**src/rtl/regfile_pkg.sv**
```systemverilog
// Shared types and sizes for the register-file sequencer and its stream buffer.
package regfile_pkg;

    localparam int DATA_SIZE = 8;
    localparam int NUM_REG   = 4;

    typedef enum logic [1:0] {IDLE, DUMP, DRAIN, LOAD} seq_state_t;

    typedef logic [NUM_REG-1:0]   reg_addr_t;
    typedef logic [DATA_SIZE-1:0] reg_data_t;

endpackage

```
**src/rtl/regfile_out_buf.sv**
```systemverilog
// Single-entry valid/ready holding register for the DUMP stream.
// Captures new data only when the slot is empty or being drained this cycle.
module regfile_out_buf #(
    parameter int dataSize = 8
) (
    input  logic                CLK,
    input  logic                Reset,
    input  logic                cap_req,
    input  logic [dataSize-1:0] cap_data,
    input  logic                OutReady,
    output logic                free,
    output logic                OutValid,
    output logic [dataSize-1:0] OutData
);

    logic                valid_q, valid_d;
    logic [dataSize-1:0] data_q, data_d;

    always_comb begin
        free    = !valid_q || OutReady;
        valid_d = valid_q;
        data_d  = data_q;
        if (cap_req && free) begin
            valid_d = 1'b1;
            data_d  = cap_data;
        end else if (valid_q && OutReady) begin
            valid_d = 1'b0;
        end
    end

    always_ff @(posedge CLK) begin
        if (Reset) begin
            valid_q <= 1'b0;
            data_q  <= '0;
        end else begin
            valid_q <= valid_d;
            data_q  <= data_d;
        end
    end

    assign OutValid = valid_q;
    assign OutData  = data_q;

endmodule

```
**src/rtl/regfile_sequencer.sv**
```systemverilog
// Bus-side initiator that dumps a register range to a stream or loads one from
// a stream, addressing the register file with a wrapping index.
module regfile_sequencer
    import regfile_pkg::*;
#(
    parameter int dataSize = DATA_SIZE,
    parameter int numReg   = NUM_REG
) (
    input  logic                CLK,
    input  logic                Reset,
    input  logic                Start,
    input  logic                Mode,
    input  logic [numReg-1:0]   StartAddr,
    input  logic [numReg:0]     Count,
    output logic                Busy,
    output logic                Done,
    output logic [numReg-1:0]   RdAddr,
    input  logic [dataSize-1:0] RdData,
    output logic [numReg-1:0]   WrAddr,
    output logic                WrEn,
    output logic [dataSize-1:0] WrData,
    input  logic                InValid,
    output logic                InReady,
    input  logic [dataSize-1:0] InData,
    output logic                OutValid,
    input  logic                OutReady,
    output logic [dataSize-1:0] OutData
);

    localparam logic [numReg:0] REM_ONE = 1;

    seq_state_t        state_q, state_d;
    logic [numReg-1:0] idx_q, idx_d;
    logic [numReg:0]   rem_q, rem_d;
    logic              done_q, done_d;
    logic              in_ready_q, in_ready_d;
    logic              buf_free;
    logic              cap_req;

    regfile_out_buf #(.dataSize(dataSize)) u_out_buf (
        .CLK      (CLK),
        .Reset    (Reset),
        .cap_req  (cap_req),
        .cap_data (RdData),
        .OutReady (OutReady),
        .free     (buf_free),
        .OutValid (OutValid),
        .OutData  (OutData)
    );

    always_ff @(posedge CLK) begin
        if (Reset) begin
            state_q    <= IDLE;
            idx_q      <= '0;
            rem_q      <= '0;
            done_q     <= 1'b0;
            in_ready_q <= 1'b0;
        end else begin
            state_q    <= state_d;
            idx_q      <= idx_d;
            rem_q      <= rem_d;
            done_q     <= done_d;
            in_ready_q <= in_ready_d;
        end
    end

    always_comb begin
        state_d    = state_q;
        idx_d      = idx_q;
        rem_d      = rem_q;
        done_d     = 1'b0;
        in_ready_d = in_ready_q;
        case (state_q)
            IDLE: begin
                if (Start) begin
                    if (Count == '0) begin
                        done_d = 1'b1;
                    end else begin
                        idx_d      = StartAddr;
                        rem_d      = Count;
                        state_d    = Mode ? LOAD : DUMP;
                        in_ready_d = Mode;
                    end
                end
            end
            DUMP: begin
                // The buffer decides when a capture happens; the index follows it.
                if (buf_free) begin
                    idx_d = idx_q + 1'b1;
                    rem_d = rem_q - 1'b1;
                    if (rem_q == REM_ONE) state_d = DRAIN;
                end
            end
            DRAIN: begin
                if (OutValid && OutReady) begin
                    done_d  = 1'b1;
                    state_d = IDLE;
                end
            end
            LOAD: begin
                if (InValid && in_ready_q) begin
                    idx_d = idx_q + 1'b1;
                    rem_d = rem_q - 1'b1;
                    if (rem_q == REM_ONE) begin
                        in_ready_d = 1'b0;
                        done_d     = 1'b1;
                        state_d    = IDLE;
                    end
                end
            end
            default: state_d = IDLE;
        endcase
    end

    always_comb begin
        RdAddr  = idx_q;
        cap_req = (state_q == DUMP);
        Busy    = (state_q != IDLE);
        Done    = done_q;
        InReady = in_ready_q;
        WrAddr  = '0;
        WrData  = '0;
        WrEn    = 1'b0;
        if (state_q == LOAD) begin
            WrAddr = idx_q;
            WrData = InData;
            // A reset on this edge abandons the command, so the pending write is dropped too.
            WrEn   = InValid && in_ready_q && !Reset;
        end
    end

endmodule

```
**config.mk**
```make
export PLATFORM = sky130hd
export DESIGN_NAME = regfile_sequencer
export DESIGN_NICKNAME = d
export VERILOG_FILES = /design/src/rtl/regfile_pkg.sv /design/src/rtl/regfile_out_buf.sv /design/src/rtl/regfile_sequencer.sv
export SDC_FILE = /design/constraint.sdc
export NUM_CORES = 1
export LEC_CHECK = 0
export CORE_ASPECT_RATIO = 1.2
export CORE_MARGIN = 4
export CORE_UTILIZATION = 40
export CTS_CLUSTER_DIAMETER = 120
export DETAILED_ROUTE_END_ITERATION = 6
export PLACE_DENSITY = 0.88
export SETUP_SLACK_MARGIN = 0.15
export SYNTH_ARGS = -nofsm -noshare
export SYNTH_HDL_FRONTEND = slang
export SYNTH_SLANG_ARGS = --single-unit
```
**constraint.sdc**
```tcl
create_clock -name CLK -period 2.8 [get_ports CLK]
set_input_delay 0.84 -clock CLK [delete_from_list [all_inputs] [get_ports CLK]]
set_output_delay 0.84 -clock CLK [all_outputs]
set_load 0.03 [all_outputs]
```
* After elaboration in Yosys (flattened, before gate mapping)
Cells that the tools add are included.
** Operators by class
- Divide/modulo/power cells :: 0
- $lt $le $gt $ge :: 0
- Bitwise logic cells :: 0
- Reduce and logical (&&, ||, !) cells :: 16
- Multiplexer cells :: 35
- Shift-type cells :: 0
- Equal/unequal tests :: 11
- $mul :: 0
- $add $sub $neg :: 2
** Operators by type and width (count)
- 4-bit two-way mux :: 5
- 5-bit two-way mux :: 4
- 2-bit two-way mux :: 8
- 5-bit case mux with 3 select lines :: 1
- 2-bit inequality test (second input constant) :: 7
- 1-bit two-way mux :: 12
- 4-bit case mux with 3 select lines :: 1
- 5-bit AND reduction :: 2
- 8-bit two-way mux :: 1
- 2-bit case mux with 4 select lines :: 1
- 7-bit AND reduction :: 1
- 2-bit nonzero test :: 3
- 5-bit by 1-bit equality test with 1-bit output (second input constant) :: 1
- 5-bit logical NOT :: 1
- 5-bit by 1-bit subtractor with 5-bit output (second input constant) :: 1
- 4-bit by 1-bit adder with 4-bit output (second input constant) :: 1
- 2-bit equality test (second input constant) :: 2
- 1-bit logical AND :: 4
- 1-bit case mux with 3 select lines :: 1
- 3-bit nonzero test :: 1
- 2-bit by 1-bit equality test with 1-bit output (second input constant) :: 1
- 1-bit logical NOT :: 2
- 2-bit logical NOT :: 1
- 1-bit case mux with 2 select lines :: 1
- 1-bit logical OR :: 1
** Storage, ports and cells
- Input port bits :: 31
- Bits in latches :: 0
- Bits in read-only memories :: 0
- Memories kept :: 0
- Word-level logic and storage cells :: 71
- Bits in registers :: 22
- Memory bits (writable) :: 0
- Output and inout port bits :: 29

* Depth between registers and ports, before layout
- Depth after elaboration :: 4
- Mapped depth :: 7
- Depth with buffers taken out :: 7

* Hierarchy
From an unflattened synthesis, not the netlist that was laid out.
** Unflattened totals
- Cells, all modules :: 166
- Area, all modules :: 1390.1 µm²
** Modules (own cells, without submodules)
- regfile_sequencer :: area an instance 948.4 µm², seq. area each 260.2 µm², times used 1, cells an instance 125
- regfile_out_buf :: area an instance 441.7 µm², seq. area each 180.2 µm², times used 1, cells an instance 41

* Worst setup path after synthesis
OpenSTA, ideal clock, no wires.
- Path kind :: input -> output
- Start point :: input Reset
- End point :: output WrEn
- Buffers on the path :: 2
- Path slack :: 340 ps
- Required time :: 1960 ps
- Arrival :: 1620 ps
- Cell stages on the path :: 3
- Cells stage by stage :: clkbuf_1 clkbuf_1 nor2_1
** Between the ends
- Cells in the longest elaborated chain, start to end :: 3
** Ends and longest elaborated chain
- start, declared :: line regfile_sequencer.sv:10 : input logic Reset,
- 1-bit logical NOT :: line regfile_sequencer.sv:128 : WrEn = InValid && in_ready_q && !Reset;
- 1-bit logical AND :: line regfile_sequencer.sv:128
- 1-bit two-way mux :: line regfile_sequencer.sv:124 : if (state_q == LOAD) begin
- end, declared :: line regfile_sequencer.sv:20 : output logic WrEn,
Every way passes these cells.

* Worst setup path in the final report
- Start point :: register state_q[1]
- End point :: output Busy
** Between the ends
- Cells in the longest elaborated chain, start to end :: 1
** Ends and longest elaborated chain
- start, declared :: line regfile_sequencer.sv:32 : seq_state_t state_q, state_d;
- start signal, assigned :: line regfile_sequencer.sv:59 : state_q <= state_d;
- 2-bit nonzero test :: line regfile_sequencer.sv:118 : Busy = (state_q != IDLE);
- end, declared :: line regfile_sequencer.sv:15 : output logic Busy,
Every way passes these cells.

==> metrics <==
status finished, final reports clean; min-delay worst type reg2reg; Num CTS Buffers 3; period utilization 89.9%; power density over cell area around 1000 nW/um2; Die X 58.8 um; critical path class reg2out; Syn Area/Cell 8.53 um2; combinational power share between 60% and 70%; #FFs+latches synth 22; Least-Margin Pin Slew 674 ps; P_sw approximately 870 uW; FFs w/ async S/R, synth 0%; area grow syn2layout 52.7%; most common cell after layout, fill and taps aside clkdlybuf4s50_1; Sw Ratio 45.8%; post-place instance area around 1800 um2; Final Non-Filler Cells 237; initial antenna violation count 0; Post-synth top flop dfxtp_1; crit path launch state_q[1]; vias in the first global route 1,252; VDD IR max 0.693 mV; post-synthesis compound-gate area fraction 16.6%; type of origin of the critical path flip-flop; fraction of synthesized area in multiplexers 11.3%; nets approximately 240; share of cells above drive strength 1 13.8%; Synth Area in XOR/XNOR 0%; top post-synthesis cells by area dfxtp_1, mux2i_1, nor2_1, and3_1, ha_1; drt drc 0; Setup violations, final 0; largest family of logic cells by synthesized area simple AND/OR/NAND/NOR gates; total global-route track usage between 10% and 20%; Die ar. 4050 um2; Starting Density between 40 and 50%; # diodes 0; placed insts 233; H-tree Lvls 1; Hold Fails Final Rpt 0; Pre-Repair DR Iteration Count 4; Max FO, Critical Path 13; Hold Buf Count CTS 0; post-route cell area approximately 1900 um2; I/O Buffers slightly below 60; clk buf depth 2; Vias 1,295; Final Routed Wirelength 3.41 mm; dpl ws -182 ps; leakage power ~0.8 nW; FF-to-FF setup slack approximately 700 ps; P_int 1.03 mW; Syn Nets about 180; max_slew headroom between 50% and 60%; routed vias/inst 5.46; R2R Path Start state_q[0]; row cnt 21; RSZ-0062 raised after global routing no; Ys Warns 0; worst path required time ~2000 ps; skew final ~2.2 ps; clock sink total 22; Die Ht 68.9 um; IO Pins 60; Final Slew Violations 0; Worst EP arrival ~1700 ps; Post-Synthesis Cells 145; largest net degree at the start of global routing 25; Clock Latency Late Sink 300 ps; Peak Freq 0.397 GHz; Core Region 2890 um2; post-synth top area share 35.6%; ANT nets after route 0; Iteration-0 DRC Markers 28; Max Cap Violations 0; GRT overflow 0; synth unique cells 39; routability cong. 0.738; first-pass GRT wire length 5.63 mm; sequential share of the synthesized area 35.6%; Root Driver clkbuf_4; most frequent cells in the layout clkdlybuf4s50_1, dfxtp_1, nor2_1; Post-Syn Area approximately 1200 um2; DPL Wire Length 2.63 mm; Clk pwr share 9.1%; Hold Slack between 500 and 600 ps; Worst-path clk slew 120 ps; adder-cell area share of the yosys netlist 3.04%; final worst setup slack 282 ps; post-synthesis simple-gate area fraction 28.0%; fraction of power consumed by sequential logic 29.2%; Min Clock Period, post-route ~2500 ps; hold_sp rem_q[1]; DR WL/cell 14.4 um; Post-synth EDFFs 0; crit end category output pin; CTS tree done; area leader, netlist dfxtp_1; final core utilization about two thirds
==> area by class of cell <==
| cell class | count | area (um2) |
|---|---|---|
| clock buffer | 4 | 36.3 |
| fill | 237 | 1000 |
| inverter | 4 | 15.0 |
| multi-input combinational | 108 | 737 |
| sequential | 22 | 442 |
| tap | 34 | 42.5 |
| timing repair buffer | 65 | 616 |
==> path summary, 6_finish.rpt <==
kind | end | cells after the start
min | rem_q[1] | 2
max reg2reg | RdAddr[0] | 5
min reg2reg | rem_q[1] | 2
max | Busy | 2
==> stage by stage <==
step,total power [mW],setup TNS (ps)
final,1.89,0
after global routing,2.04,0
after CTS,1.90,0
after detailed placement,1.72,-463
after global placement,1.66,-58.1
after floorplan,1.36,0
==> cell usage after synthesis, types with 3 or more instances <==
library cell,n
a211oi_1,3
mux2i_1,14
a21oi_1,6
nor2_1,21
nor3_1,3
nand3_1,6
dfxtp_1,22
clkbuf_1,8
inv_1,4
and3_1,12
ha_1,3
nand2_1,7
nand2b_1,4
==> flip-flops by register name, indices dropped and copies added (netlist names) <==
name                cells
rem_q                   5
InReady                 1
Done                    1
RdAddr                  4
state_q                 2
u_out_buf.OutValid      1
u_out_buf.OutData       8
==> worst max-delay path, cell delays in order, from the launching register on <==
cell	delay [ps]
dfxtp_2	490
or2_4	210
clkdlybuf4s50_1	680
==> routing by layer <==
metal,track usage [%],share of wire [%],vias up
li1,-,-,632
met1,20.3,42,611
met2,34.0,50,50
met3,3.72,8.6,2
met4,1.70,0.18,0
met5,0,0,-
==> power groups by stage <==
stage	combinational (mW)	sequential (mW)	clock (mW)
CTS	1.17	0.552	0.176
finish	1.17	0.554	0.172
global route	1.27	0.573	0.194
floorplan	0.721	0.634	0
detailed placement	1.16	0.555	0
global placement	1.12	0.543	0
==> logic make-up after synthesis <==
| group | count (synthesis) |
|---|---|
| simple gates | 64 |
| compound gates | 27 |
| flops | 22 |
| buf+inv | 15 |
| mux | 14 |
| fa+ha+maj | 3 |
==> repair_timing <==
action | in CTS | in global routing
pin swaps | 0 | 1
resized for setup | 2 | 1
setup buffers | 0 | 0
endpoints found under the setup margin | 2 | 1
No activity file was read; power rests on OpenSTA's default activity.
